`src/rtl/integer_product_formatter_if.sv`:
```
// ============================================================================
// Module      : integer_product_formatter_if
// Description : Handshake/bus bundle between the multiplier (master side) and
//               the product formatter (slave side). When the macro
//               INTEGER_PRODUCT_FORMATTER_OVERFLOW_FLAG_EN is defined, the
//               per-result overflow flag is carried as well.
// Revision    : 1.0 - initial release
// ============================================================================
`default_nettype none

interface integer_product_formatter_if #(
  parameter int PRODUCT_WIDTH_IN_BITS = 64,
  parameter int QUEUE_DEPTH           = 4
);
  localparam int c_CNT_W = $clog2(QUEUE_DEPTH) + 1;

  logic                             product_valid_in;
  logic                             product_sign_in;
  logic [PRODUCT_WIDTH_IN_BITS-1:0] product_in;
  logic                             issue_ack_out;
  logic                             result_valid_out;
  logic [PRODUCT_WIDTH_IN_BITS-1:0] result_out;
  logic                             result_ready_in;
  logic [c_CNT_W-1:0]               queue_count_out;
`ifdef INTEGER_PRODUCT_FORMATTER_OVERFLOW_FLAG_EN
  logic                             result_overflow_out;
`endif

  // Producer/consumer side driving the formatter
  modport master (
    output product_valid_in, product_sign_in, product_in, result_ready_in,
`ifdef INTEGER_PRODUCT_FORMATTER_OVERFLOW_FLAG_EN
    input  result_overflow_out,
`endif
    input  issue_ack_out, result_valid_out, result_out, queue_count_out
  );

  // Formatter side
  modport slave (
    input  product_valid_in, product_sign_in, product_in, result_ready_in,
`ifdef INTEGER_PRODUCT_FORMATTER_OVERFLOW_FLAG_EN
    output result_overflow_out,
`endif
    output issue_ack_out, result_valid_out, result_out, queue_count_out
  );

endinterface

`default_nettype wire

```
`src/rtl/integer_product_formatter.sv`:
```
// ============================================================================
// Module      : integer_product_formatter
// Description : Captures sign/magnitude products from a multiplier, converts
//               them to two's complement and holds them in a small FIFO for
//               the consumer. Each accepted product is acknowledged with a
//               single-cycle issue_ack_out pulse.
//               Optional macro INTEGER_PRODUCT_FORMATTER_OVERFLOW_FLAG_EN adds
//               a per-entry overflow flag aligned with result_out.
// Revision    : 1.0 - initial release
// ============================================================================
`default_nettype none

module integer_product_formatter #(
  parameter int PRODUCT_WIDTH_IN_BITS = 64,
  parameter int QUEUE_DEPTH           = 4
) (
  input  logic                         clk_in,
  input  logic                         reset_in,
  integer_product_formatter_if.slave   ipf_bus
);

  localparam int c_W     = PRODUCT_WIDTH_IN_BITS;
  localparam int c_MSB   = PRODUCT_WIDTH_IN_BITS - 1;
  localparam int c_PTR_W = $clog2(QUEUE_DEPTH);
  localparam int c_CNT_W = c_PTR_W + 1;

  localparam logic [c_CNT_W-1:0] c_DEPTH   = c_CNT_W'(QUEUE_DEPTH);
  localparam logic [c_CNT_W-1:0] c_CNT_ONE = c_CNT_W'(1);
  localparam logic [c_PTR_W-1:0] c_PTR_ONE = c_PTR_W'(1);
  localparam logic [c_W-1:0]     c_ONE     = c_W'(1);

  logic [c_W-1:0]     r_data_mem [QUEUE_DEPTH];
  logic [c_PTR_W-1:0] r_wr_ptr;
  logic [c_PTR_W-1:0] r_rd_ptr;
  logic [c_CNT_W-1:0] r_count;
  logic               r_ack;

  logic               w_full;
  logic               w_empty;
  logic               w_capture;
  logic               w_pop;
  logic [c_W-1:0]     w_formatted;

  // Full comes from the occupancy count: pointers alone are ambiguous when equal
  assign w_full    = (r_count == c_DEPTH);
  assign w_empty   = (r_count == '0);

  // The cycle carrying the ack still sees valid high from upstream, so block it
  assign w_capture = ipf_bus.product_valid_in & ~r_ack & ~w_full;
  assign w_pop     = ~w_empty & ipf_bus.result_ready_in;

  assign w_formatted = ipf_bus.product_sign_in ? ((~ipf_bus.product_in) + c_ONE)
                                               : ipf_bus.product_in;

  // Storage write; entries need no reset since validity is tracked by r_count
  always_ff @(posedge clk_in) begin
    if (w_capture) begin
      r_data_mem[r_wr_ptr] <= w_formatted;
    end
  end

  // Pointers, occupancy and the one-cycle accept pulse
  always_ff @(posedge clk_in) begin
    if (reset_in) begin
      r_wr_ptr <= '0;
      r_rd_ptr <= '0;
      r_count  <= '0;
      r_ack    <= 1'b0;
    end else begin
      r_ack <= w_capture;
      if (w_capture) begin
        r_wr_ptr <= r_wr_ptr + c_PTR_ONE;
      end
      if (w_pop) begin
        r_rd_ptr <= r_rd_ptr + c_PTR_ONE;
      end
      case ({w_capture, w_pop})
        2'b10:   r_count <= r_count + c_CNT_ONE;
        2'b01:   r_count <= r_count - c_CNT_ONE;
        default: r_count <= r_count;
      endcase
    end
  end

  assign ipf_bus.issue_ack_out    = r_ack;
  assign ipf_bus.result_valid_out = ~w_empty;
  assign ipf_bus.result_out       = r_data_mem[r_rd_ptr];
  assign ipf_bus.queue_count_out  = r_count;

`ifdef INTEGER_PRODUCT_FORMATTER_OVERFLOW_FLAG_EN
  logic r_ovf_mem [QUEUE_DEPTH];
  logic w_formatted_ovf;

  // Positive results need the MSB clear; negative ones may reach exactly -2^(W-1)
  assign w_formatted_ovf = ipf_bus.product_sign_in
                         ? (ipf_bus.product_in[c_MSB] & (|ipf_bus.product_in[c_MSB-1:0]))
                         : ipf_bus.product_in[c_MSB];

  // Overflow flag stored alongside its data entry
  always_ff @(posedge clk_in) begin
    if (w_capture) begin
      r_ovf_mem[r_wr_ptr] <= w_formatted_ovf;
    end
  end

  // Masked by occupancy so the flag reads 0 out of reset and while empty
  assign ipf_bus.result_overflow_out = ~w_empty & r_ovf_mem[r_rd_ptr];
`endif

endmodule

`default_nettype wire
```
`src/flat_wrapper.sv`:
```
// flat-port wrapper written by rule: the top's interface ports become plain ports
module integer_product_formatter_flat 
#(
  parameter int PRODUCT_WIDTH_IN_BITS = 64,
  parameter int QUEUE_DEPTH           = 4
)
  (clk_in, reset_in, ipf_bus_product_valid_in, ipf_bus_product_sign_in, ipf_bus_product_in, ipf_bus_result_ready_in, ipf_bus_issue_ack_out, ipf_bus_result_valid_out, ipf_bus_result_out, ipf_bus_queue_count_out);
  integer_product_formatter_if #(.PRODUCT_WIDTH_IN_BITS(PRODUCT_WIDTH_IN_BITS), .QUEUE_DEPTH(QUEUE_DEPTH)) ipf_bus_i ();
  input  logic clk_in;
  input  logic reset_in;
  input wire logic [$bits(ipf_bus_i.product_valid_in)-1:0] ipf_bus_product_valid_in;
  input wire logic [$bits(ipf_bus_i.product_sign_in)-1:0] ipf_bus_product_sign_in;
  input wire logic [$bits(ipf_bus_i.product_in)-1:0] ipf_bus_product_in;
  input wire logic [$bits(ipf_bus_i.result_ready_in)-1:0] ipf_bus_result_ready_in;
  output wire logic [$bits(ipf_bus_i.issue_ack_out)-1:0] ipf_bus_issue_ack_out;
  output wire logic [$bits(ipf_bus_i.result_valid_out)-1:0] ipf_bus_result_valid_out;
  output wire logic [$bits(ipf_bus_i.result_out)-1:0] ipf_bus_result_out;
  output wire logic [$bits(ipf_bus_i.queue_count_out)-1:0] ipf_bus_queue_count_out;
  assign ipf_bus_i.product_valid_in = ipf_bus_product_valid_in;
  assign ipf_bus_i.product_sign_in = ipf_bus_product_sign_in;
  assign ipf_bus_i.product_in = ipf_bus_product_in;
  assign ipf_bus_i.result_ready_in = ipf_bus_result_ready_in;
  assign ipf_bus_issue_ack_out = ipf_bus_i.issue_ack_out;
  assign ipf_bus_result_valid_out = ipf_bus_i.result_valid_out;
  assign ipf_bus_result_out = ipf_bus_i.result_out;
  assign ipf_bus_queue_count_out = ipf_bus_i.queue_count_out;
  integer_product_formatter #(.PRODUCT_WIDTH_IN_BITS(PRODUCT_WIDTH_IN_BITS), .QUEUE_DEPTH(QUEUE_DEPTH)) u_core (.clk_in(clk_in), .reset_in(reset_in), .ipf_bus(ipf_bus_i));
endmodule
```
`config.mk`:
```
export PLATFORM = sky130hd
export DESIGN_NAME = integer_product_formatter_flat
export DESIGN_NICKNAME = d
export VERILOG_FILES = /design/src/rtl/integer_product_formatter_if.sv /design/src/rtl/integer_product_formatter.sv /design/src/flat_wrapper.sv
export SDC_FILE = /design/constraint.sdc
export NUM_CORES = 1
export LEC_CHECK = 0
export ABC_AREA = 1
export BUFFER_PORTS_ARGS = -buffer_cell sky130_fd_sc_hd__buf_4
export CAP_MARGIN = 20
export CORE_MARGIN = 5
export CORE_UTILIZATION = 35
export CTS_BUF_LIST = sky130_fd_sc_hd__clkbuf_16
export CTS_CLUSTER_SIZE = 30
export DETAILED_ROUTE_END_ITERATION = 8
export PLACE_DENSITY = 0.57
export SETUP_SLACK_MARGIN = 0.02
export SYNTH_ARGS = -nofsm -noshare
export SYNTH_HDL_FRONTEND = slang
export SYNTH_SLANG_ARGS = --single-unit
```
`constraint.sdc`:
```
create_clock -name clk_in -period 9.1 [get_ports clk_in]
set_clock_uncertainty 0.1 [all_clocks]
set_input_delay 1.365 -clock clk_in [delete_from_list [all_inputs] [get_ports clk_in]]
set_output_delay 1.365 -clock clk_in [all_outputs]
set_load 0.005 [all_outputs]
```
==> qor.yml, run 1 <==
status:
  status: "completed"
sta:
  slew_headroom_pct: 28.6
  timing.final.crit_share_pct: 54.3
  layout_setup_ws_ns: 4.15
  worstMarginPinSlew_ns: 1.07
  min_period_ns: 4.95
  finalHoldViolCount: 0
  tns_ns: 0
  fmax_mhz: 202
  rsz0062_at_grt: "no"
  final_max_slew_viol_count: 0
  finalSetupViolCount: 0
logic_synthesis:
  synth-seq-cells: 266
  syn-instance-count: 1148
  netlist_top_cells_area: "edfxtp_1 63%, nor2_1 7.0%, o21ai_0 5.9%"
  yosysSeqAreaShare_pct: 64.7
  synth_top_area_cell: "edfxtp_1"
  syn_area_um2: 12200
  synth_fp_nets: 1224
  synth_warnings: 0
  postSynthAreaPerCell_um2: 10.6
  synth_top_cell_area_share_pct: 63.0
  synth_cell_types: 33
route:
  drc: 0
  drtIter0Drc: 615
  dr.pass1.iters: 5
  ant_nets: 0
  wire_per_inst_um: 19.8
  vias_per_cell: 5.04
  routed_wl_mm: 34.7
  vias: 8852
setup_path:
  reg2reg_slack_ns: 6.24
  cp-end-kind: "output port"
  timing_worst_setup_path_type: "reg -> out"
  cp-start-kind: "flop"
  cp_max_fo: 69
  crit_required_ns: 7.64
  worstPathArrival_ns: 3.48
clock_tree:
  clkTransAtPathRegs_ns: 0.06
  cts_root_buf: "clkbuf_16"
  cts_buffers: 30
  cts_max_level: 1
  post_cts_buffers: 0
  cts_resized: 0
  clock_latency_ns: 0.54
  cts.sinks: 266
  clockBufferDepth: 3
  cts_tree: "done"
  hold_buffers: 0
power:
  vdd_drop_max_v: 0.000136
  powerDensity_nw_per_um2: 249
  p_leak_nw: 5.47
final_layout:
  area_delta_synth_final_pct: 21.4
  drive_above_1_share_pct: 18.1
  n_fill_cell: 3316
  ff_latch_area_um2: 7890
  design_area_um2: 14800
  nets: 1355
  multi_input_area_um2: 3880
place:
  portBuffers: 137
  post-dp-hpwl_mm: 23.2
  gp_congestion: 0.936
  dpl_cell_area_um2: 13700
  pre_cts_ws_ns: 4.45
min_path:
  hp-class: "reg -> reg"
flow_run:
  cap_violations: 0
global_routing:
  first_global_vias: 8584
  grt_max_degree: 70
  grt_pass1_wl_mm: 52.0
  antenna_found_initial: 3
  overflow: 0
  track_usage_pct: 17.3
die:
  start_util_pct: 35.4
  core_area_um2: 34500
  die_h_um: 197
  die_w_um: 197
  fp-row-count: 68
  num_io_pins: 138
  dieArea_um2: 38700
state kept, by name, indices dropped and copies added (netlist names), named ones only:
signal	cells
u_core.r_rd_ptr	2
u_core.ipf_bus.queue_count_out	3
u_core.r_wr_ptr	2
u_core.r_data_mem	256
u_core.ipf_bus.issue_ack_out	1
through the flow:
step | hold WS (ns) | util [%] | instances | power, mW
6_report | 0.356 | 42.9 | 1758 | 3.68
3_3_place_gp | 0.350 | 39.7 | 1700 | 2.43
4_1_cts | 0.360 | 42.9 | 1755 | 3.73
2_1_floorplan | 0.336 | - | 1148 | 2.00
5_1_grt | 0.403 | 42.9 | 1758 | 3.87
3_5_place_dp | 0.350 | 39.8 | 1701 | 2.44
worst max-delay path, stage by stage (launching register included):
cell      delay (ns)
dfxtp_4         0.76
clkinv_2        0.90
buf_4           0.61
o21ai_0         0.26
o22ai_1         0.14
buf_4           0.16
synthesized netlist by cell type:
library cell / n
inv_1: 65
nor2_4: 4
o21ai_0: 144
o21ai_4: 5
nand3_2: 4
a21oi_1: 14
clkbuf_1: 32
clkinv_1: 1
xor2_1: 21
nand2_4: 4
nand3b_1: 4
nor2_1: 228
nor2_8: 2
buf_4: 4
and2_1: 3
nand2_2: 7
dfxtp_1: 10
o21ai_2: 2
o211ai_1: 1
o21bai_1: 1
ha_1: 6
xnor2_1: 13
buf_1: 1
nor2_2: 6
o22ai_1: 64
nand4_1: 17
nand3_4: 1
edfxtp_1: 256
nand3_1: 49
buf_2: 11
inv_2: 1
nand2_1: 166
fa_1: 1
placed cells by master (no fill, tap or decap), types with 5 or more instances in the layout:
cell,instances
edfxtp_1,256
nor2_1,224
nand2_1,166
buf_4,145
o21ai_0,144
inv_1,68
o22ai_1,64
nand3_1,49
clkbuf_16,31
xor2_1,21
nand4_1,17
a21oi_1,14
xnor2_1,13
nor2_4,8
dfxtp_1,8
nand2_2,7
bufinv_16,7
nor2_2,6
ha_1,6
o21ai_4,5
clkinv_2,5
clkinv_1,5
area by class of cell:
| type | count | area share, % |
|---|---|---|
| Multi-Input combinational cell | 767 | 26.2 |
| Clock buffer | 31 | 5.24 |
| Antenna cell | 2 | 0.0338 |
| Clock inverter | 23 | 1.96 |
| Inverter | 67 | 1.71 |
| Timing Repair Buffer | 147 | 7.68 |
| Sequential cell | 266 | 53.3 |
| Tap cell | 455 | 3.85 |
layer usage:
layer	track usage [%]	part of all wire, %	wire [um]
met3	2.91	5.4	1860
met4	4.06	2.4	834
met5	0	0.020	7
met1	24.3	45	15700
met2	28.3	47	16300
cell families after synthesis:
kind of cell	count (synthesis)	share of synthesized area [%]
AO/OA/AOI/OAI	231	10.7
XOR/XNOR	34	2.44
adder cells (fa/ha/maj)	7	0.780
buffers and inverters	115	3.78
flip-flops	266	64.7
AND/OR/NAND/NOR	495	17.6
where the power goes:
part | switching (mW) | internal [mW]
Combinational | 0.515 | 0.341
Clock | 0.474 | 0.810
Sequential | 0.0549 | 1.49
final timing paths:
kind	from	endpoint	depth (start not counted)
max	flop	ipf_bus_result_out[28]	5
min	u_core.r_rd_ptr[1]	flop	2
max reg2reg	u_core.ipf_bus.queue_count_out[1]	u_core.r_data_mem[0][11]	6
min reg2reg	u_core.r_rd_ptr[1]	flop	2
Power figures use the tool's default switching activity.
==> run 2: changes to the inputs <==
==> constraint.sdc (replaced) <==
create_clock -name clk_in -period 4.8 [get_ports clk_in]
set_clock_uncertainty 0.1 [all_clocks]
set_input_delay 0.72 -clock clk_in [delete_from_list [all_inputs] [get_ports clk_in]]
set_output_delay 0.72 -clock clk_in [all_outputs]
set_load 0.005 [all_outputs]
==> run 2 against run 1 <==
Clock power increased by 64%. Global-route usage barely moved. Sequential share of layout area is 0.54 points higher. Setup slack worse by 2.7 ns. Die area unchanged. Final area down 1.0%. Non-clock buffer count increased by 5. Via count increased by 0.54%.
==> qor.yml, run 2 (synthesis results as in run 1) <==
status:
  status: "completed"  # unchanged
setup_path:
  rr_endpoint: "u_core.r_data_mem[3][45]"  # was u_core.r_data_mem[0][11]
  reg2reg_slack_ns: 2.20  # was 6.24 ns
  cp_max_fo: 62  # was 69
  crit_required_ns: 3.98  # was 7.64 ns
  r2r_start: "u_core.ipf_bus.queue_count_out[1]"  # unchanged
  worstPathArrival_ns: 2.48  # was 3.48 ns
  timing_worst_setup_path_type: "reg -> out"  # unchanged
  worstRegToRegCells: 5  # was 6
  cp-end-kind: "output port"  # unchanged
  crit_path_end: "ipf_bus_result_out[42]"  # was ipf_bus_result_out[28]
  cp-start-kind: "flop"  # unchanged
global_routing:
  grt_pass1_wl_mm: 51.9  # was 52.0 mm
  first_global_vias: 8689  # was 8584
  overflow: 0  # unchanged
  antenna_found_initial: 3  # unchanged
  track_usage_pct: 17.3  # about the same
  grt_max_degree: 85  # was 70
clock_tree:
  clock_latency_ns: 0.54  # about the same
  cts_buffers: 28  # was 30
  cts_tree: "done"  # unchanged
  post_cts_buffers: 0  # unchanged
  hold_buffers: 0  # unchanged
  cts_resized: 0  # unchanged
  cts_root_buf: "clkbuf_16"  # unchanged
  clockBufferDepth: 3  # unchanged
  clkTransAtPathRegs_ns: 0.06  # about the same
  cts_max_level: 1  # unchanged
  cts.sinks: 266  # unchanged
min_path:
  hp-class: "in -> reg"  # was reg -> reg
  hold_start: "reset_in"  # was u_core.r_rd_ptr[1]
sta:
  rsz0062_at_grt: "no"  # unchanged
  finalSetupViolCount: 0  # unchanged
  layout_setup_ws_ns: 1.50  # was 4.15 ns
  timing.final.crit_share_pct: 68.8
  fmax_mhz: 303
  holdWs_ns: 0.243  # was 0.356 ns
  finalHoldViolCount: 0  # unchanged
  min_period_ns: 3.30
  slew_headroom_pct: 41.4  # was 28.6%
  tns_ns: 0  # unchanged
  final_max_slew_viol_count: 0  # unchanged
  worstMarginPinSlew_ns: 0.880  # was 1.07 ns
power:
  powerDensity_nw_per_um2: 455  # was 249 nW/um2
  vdd_drop_max_v: 0.000230  # was 0.000136 V
  total_power_mw: 6.67  # was 3.68 mW
  p_leak_nw: 5.43  # was 5.47 nW
route:
  vias: 8900  # was 8852
  dr.pass1.iters: 5  # unchanged
  wire_per_inst_um: 19.6  # was 19.8 um
  vias_per_cell: 5.06  # was 5.04
  drtIter0Drc: 686  # was 615
  drc: 0  # unchanged
  ant_nets: 0  # unchanged
  routed_wl_mm: 34.5  # was 34.7 mm
place:
  dpl.cell_count: 1707  # was 1701
  post-dp-hpwl_mm: 23.7  # was 23.2 mm
  portBuffers: 137  # unchanged
  dpl_cell_area_um2: 13800  # was 13700 um2
  gp_congestion: 0.906  # was 0.936
  pre_cts_ws_ns: 1.90  # was 4.45 ns
die:
  num_io_pins: 138  # unchanged
  die_h_um: 197  # unchanged
  core_area_um2: 34500  # unchanged
  die_w_um: 197  # unchanged
  dieArea_um2: 38700  # unchanged
  start_util_pct: 35.4  # unchanged
  fp-row-count: 68  # unchanged
final_layout:
  nets: 1358  # was 1355
  largest_reg_flops: 256  # unchanged
  design_area_um2: 14700  # was 14800 um2
  area_delta_synth_final_pct: 20.1  # was 21.4%
  largest-register: "u_core.r_data_mem"  # unchanged
  final_util_pct: 42.5  # was 42.9%
  final_cell_mix: "256 x edfxtp_1, 224 x nor2_1, 166 x nand2_1"  # unchanged
  drive_above_1_share_pct: 17.8  # was 18.1%
  final_common_cell: "edfxtp_1"  # unchanged
  stdcell_count: 1758  # unchanged
flow_run:
  cap_violations: 0  # unchanged
-- run 2: worst min-delay path by stage --
stage                                              endpoint  depth (start not counted)  slack [ns]
after floorplan                                        flop                          2        0.34
after global placement                                 flop                          2        0.35
after detailed placement                               flop                          2        0.36
after CTS                      u_core.ipf_bus.issue_ack_out                          2        0.22
after global routing           u_core.ipf_bus.issue_ack_out                          2        0.24
final                     u_core.ipf_bus.queue_count_out[1]                          2        0.24
-- run 2: critical path: stages (launching register included) --
cell and delay (ns):
dfxtp_4 0.58, buf_4 0.58, o21ai_0 0.19, o22ai_1 0.33, buf_4 0.18
-- run 2: layout make-up --
type	instances	area [um2]
tap	455	569
timing repair buffer	152	1170
inverter	67	253
clock inverter	20	163
antenna	2	5.00
clock buffer	29	726
multi-input combinational	767	3880
sequential	266	7890
fill	3299	19800
-- run 2: power by group --
group | switching, mW | internal (mW) | leakage [nW]
Clock | 0.857 | 1.24 | 0.461
Sequential | 0.0808 | 2.82 | 2.43
Combinational | 1.02 | 0.651 | 2.54
Total | 1.96 | 4.71 | 5.43
-- run 2: metal layers --
layer | GRT usage, % | up-vias | wire length, um
met1 | 24.1 | 4318 | 15400
met4 | 4.11 | 2 | 641
li1 | - | 4296 | -
met2 | 28.8 | 246 | 16500
met5 | 0 | - | 11
met3 | 2.74 | 38 | 1940
==> run 3: changes to the inputs <==
--- a/config.mk
+++ b/config.mk
@@ -13,7 +13,7 @@
 export CTS_BUF_LIST = sky130_fd_sc_hd__clkbuf_16
 export CTS_CLUSTER_SIZE = 30
 export DETAILED_ROUTE_END_ITERATION = 8
-export PLACE_DENSITY = 0.57
+export PLACE_DENSITY = 0.59
 export SETUP_SLACK_MARGIN = 0.02
 export SYNTH_ARGS = -nofsm -noshare
 export SYNTH_HDL_FRONTEND = slang
==> constraint.sdc (replaced) <==
create_clock -name clk_in -period 2.75 [get_ports clk_in]
set_clock_uncertainty 0.1 [all_clocks]
set_input_delay 0.4125 -clock clk_in [delete_from_list [all_inputs] [get_ports clk_in]]
set_output_delay 0.4125 -clock clk_in [all_outputs]
set_load 0.005 [all_outputs]
==> run 3 against run 2 <==
Register-to-register slack got worse by 1.6 ns. Sequential share of layout area shrank 0.75 points. First-iteration DRC count is 17% lower. Cell count grew 0.17%. Largest cell class unchanged.
==> qor.yml, run 3 (synthesis results as in run 1) <==
final_layout:
  multi_input_area_um2: 3880  # unchanged
  drive_above_1_share_pct: 18.1  # was 17.8%
  final_cell_mix: "256 x edfxtp_1, 224 x nor2_1, 166 x nand2_1"  # unchanged
  nets: 1363  # was 1358
  largest-register: "u_core.r_data_mem"  # unchanged
  diodes: 0  # was 2
  final_util_pct: 43.1  # was 42.5%
  ff_latch_area_um2: 7890  # unchanged
  n_fill_cell: 3253  # was 3299
  largest_reg_flops: 256  # unchanged
  final_common_cell: "edfxtp_1"  # unchanged
  area_delta_synth_final_pct: 21.8  # was 20.1%
route:
  ant_nets: 0  # unchanged
  wl_met2_mm: 16.7  # was 16.5 mm
  drt-met1-wl_mm: 15.2  # was 15.4 mm
  drtIter0Drc: 569  # was 686
  drc: 0  # unchanged
  routed_wl_mm: 34.3  # was 34.5 mm
  top_layer_used: "met4"  # was met5
  wire_per_inst_um: 19.5  # was 19.6 um
  wl_met3_mm: 1.56  # was 1.94 mm
  dr.pass1.iters: 5  # unchanged
  vias: 8850  # was 8900
  vias_per_cell: 5.03  # was 5.06
setup_path:
  worstRegToRegCells: 11  # was 5
  crit_family: "compound AO/OA/AOI/OAI gates"  # was buffers and inverters
  r2r_start: "u_core.ipf_bus.queue_count_out[0]"  # was u_core.ipf_bus.queue_count_out[1]
  rr_endpoint: "u_core.ipf_bus.queue_count_out[2]"  # was u_core.r_data_mem[3][45]
  cp-start-kind: "flop"  # unchanged
  worstPathArrival_ns: 2.16  # was 2.48 ns
  cp-end-kind: "output port"  # unchanged
  crit_top_cell: "buf_4"  # unchanged
  crit_chain: "buf_4 > o21ai_0 > o22ai_1 > buf_4"  # unchanged
  crit_required_ns: 2.24  # was 3.98 ns
  cp_max_fo: 36  # was 62
  timing_worst_setup_path_type: "reg -> out"  # unchanged
  crit_path_top_delay_cell: "o22ai_1"  # was dfxtp_4
  cp_num_buf_inv: 2  # unchanged
  slowest_delay_ns: 0.51  # was 0.58 ns
  reg2reg_slack_ns: 0.61  # was 2.20 ns
sta:
  tns_ns: 0  # unchanged
  fmax_mhz: 374
  timing.final.crit_share_pct: 97.3
  layout_setup_ws_ns: 0.0735  # was 1.50 ns
  final_max_slew_viol_count: 0  # unchanged
  finalSetupViolCount: 0  # unchanged
  min_period_ns: 2.68
  slew_headroom_pct: 60.0  # was 41.4%
  worstMarginPinSlew_ns: 0.599  # was 0.880 ns
  finalHoldViolCount: 0  # unchanged
  rsz0062_at_grt: "no"  # unchanged
die:
  die_h_um: 197  # unchanged
  start_util_pct: 35.4  # unchanged
  die_w_um: 197  # unchanged
  fp-row-count: 68  # unchanged
  dieArea_um2: 38700  # unchanged
  core_area_um2: 34500  # unchanged
  num_io_pins: 138  # unchanged
power:
  powerDensity_nw_per_um2: 808  # was 455 nW/um2
  p_sw_share_pct: 28.7  # was 29.4%
  vdd_drop_max_v: 0.000495  # was 0.000230 V
  p_int_mw: 8.57  # was 4.71 mW
  switchingPower_mw: 3.44  # was 1.96 mW
  power.share.clock_pct: 33.0  # was 31.4%
  p_leak_nw: 5.50  # was 5.43 nW
  seq_power_share_pct: 41.8  # was 43.5%
  comb_power_share_pct: 25.2  # was 25.1%
global_routing:
  grt_pass1_wl_mm: 52.3  # was 51.9 mm
  track_usage_pct: 17.3  # about the same
  antenna_found_initial: 0  # was 3
  overflow: 0  # unchanged
  grt_max_degree: 77  # was 85
  first_global_vias: 8768  # was 8689
clock_tree:
  hold_buffers: 2  # was 0
  cts_resized: 0  # unchanged
  cts_buffers: 28  # unchanged
  cts_root_buf: "clkbuf_16"  # unchanged
  cts_tree: "done"  # unchanged
  clkTransAtPathRegs_ns: 0.06  # about the same
  clockBufferDepth: 3  # unchanged
  cts_max_level: 1  # unchanged
  cts.sinks: 266  # unchanged
  post_cts_buffers: 0  # unchanged
  clock_latency_ns: 0.54  # about the same
flow_run:
  cap_violations: 0  # unchanged
place:
  portBuffers: 137  # unchanged
  pre_cts_ws_ns: 0.482  # was 1.90 ns
  post-dp-hpwl_mm: 23.9  # was 23.7 mm
  gp_congestion: 0.925  # was 0.906
status:
  status: "completed"  # unchanged
min_path:
  hp-class: "in -> reg"  # unchanged
  hold_start: "ipf_bus_result_ready_in"  # was reset_in
  hold_path_depth: 4  # was 2
==> run 3: cell types whose count changed in the layout (fill, tap and decap cells not counted) <==
cell           delta
inv_1             -3
buf_4             -4
clkinv_1          +1
dlygate4sd3_1     +2
clkinv_2          -2
buf_12            +7
diode_2           -2
bufinv_16         +3
inv_6             +1
==> run 3: worst max-delay path by stage <==
| stage | from | endpoint | slack [ns] | cells after the start |
|---|---|---|---|---|
| 2_1_floorplan | u_core.ipf_bus.queue_count_out[0] | u_core.r_data_mem[0][0] | -0.28 | 4 |
| 3_3_place_gp | ipf_bus_product_in[1] | u_core.r_data_mem[0][50] | 0.53 | 10 |
| 3_5_place_dp | ipf_bus_product_in[0] | u_core.r_data_mem[3][18] | 0.48 | 8 |
| 4_1_cts | flop | ipf_bus_result_out[28] | 0.11 | 4 |
| 5_1_grt | flop | ipf_bus_result_out[28] | 0.04 | 4 |
| 6_report | flop | ipf_bus_result_out[28] | 0.07 | 4 |
==> run 3: tightest hold or removal path, cell delays in order <==
cell	delay (ns)
buf_4	0.08
nand2_1	0.04
inv_1	0.12
a21oi_1	0.09
==> run 3: cell type report <==
class	count	share of cell area (%)
Clock buffer	29	4.88
Sequential cell	266	53.1
Timing Repair Buffer	157	8.72
Clock inverter	20	1.64
Tap cell	455	3.83
Multi-Input combinational cell	767	26.1
Inverter	67	1.70
==> run 3: layer usage <==
layer  global-route usage (%)  vias up
met4                     3.90        0
met2                     29.6      228
li1                         -     4305
met3                     2.09       48
met5                        0        -
met1                     23.9     4269
==> run 3: power by group through the flow <==
stage | clock (mW) | sequential [mW] | combinational [mW]
4_1_cts | 4.05 | 5.02 | 3.12
6_report | 3.96 | 5.02 | 3.03
5_1_grt | 4.22 | 5.04 | 3.37
3_3_place_gp | 0 | 5.09 | 3.07
3_5_place_dp | 0 | 5.10 | 3.10
2_1_floorplan | 0 | 5.09 | 1.51
==> run 3: per-stage QoR <==
step           cells  total power, mW  hold slack [ns]  cell area (um2)
5_1_grt         1761             12.6            0.150            14900
2_1_floorplan   1148             6.60            0.336            12200
4_1_cts         1761             12.2            0.125            14900
3_3_place_gp    1710             8.16            0.353            13900
3_5_place_dp    1710             8.20            0.360            13900
6_report        1761             12.0            0.141            14900
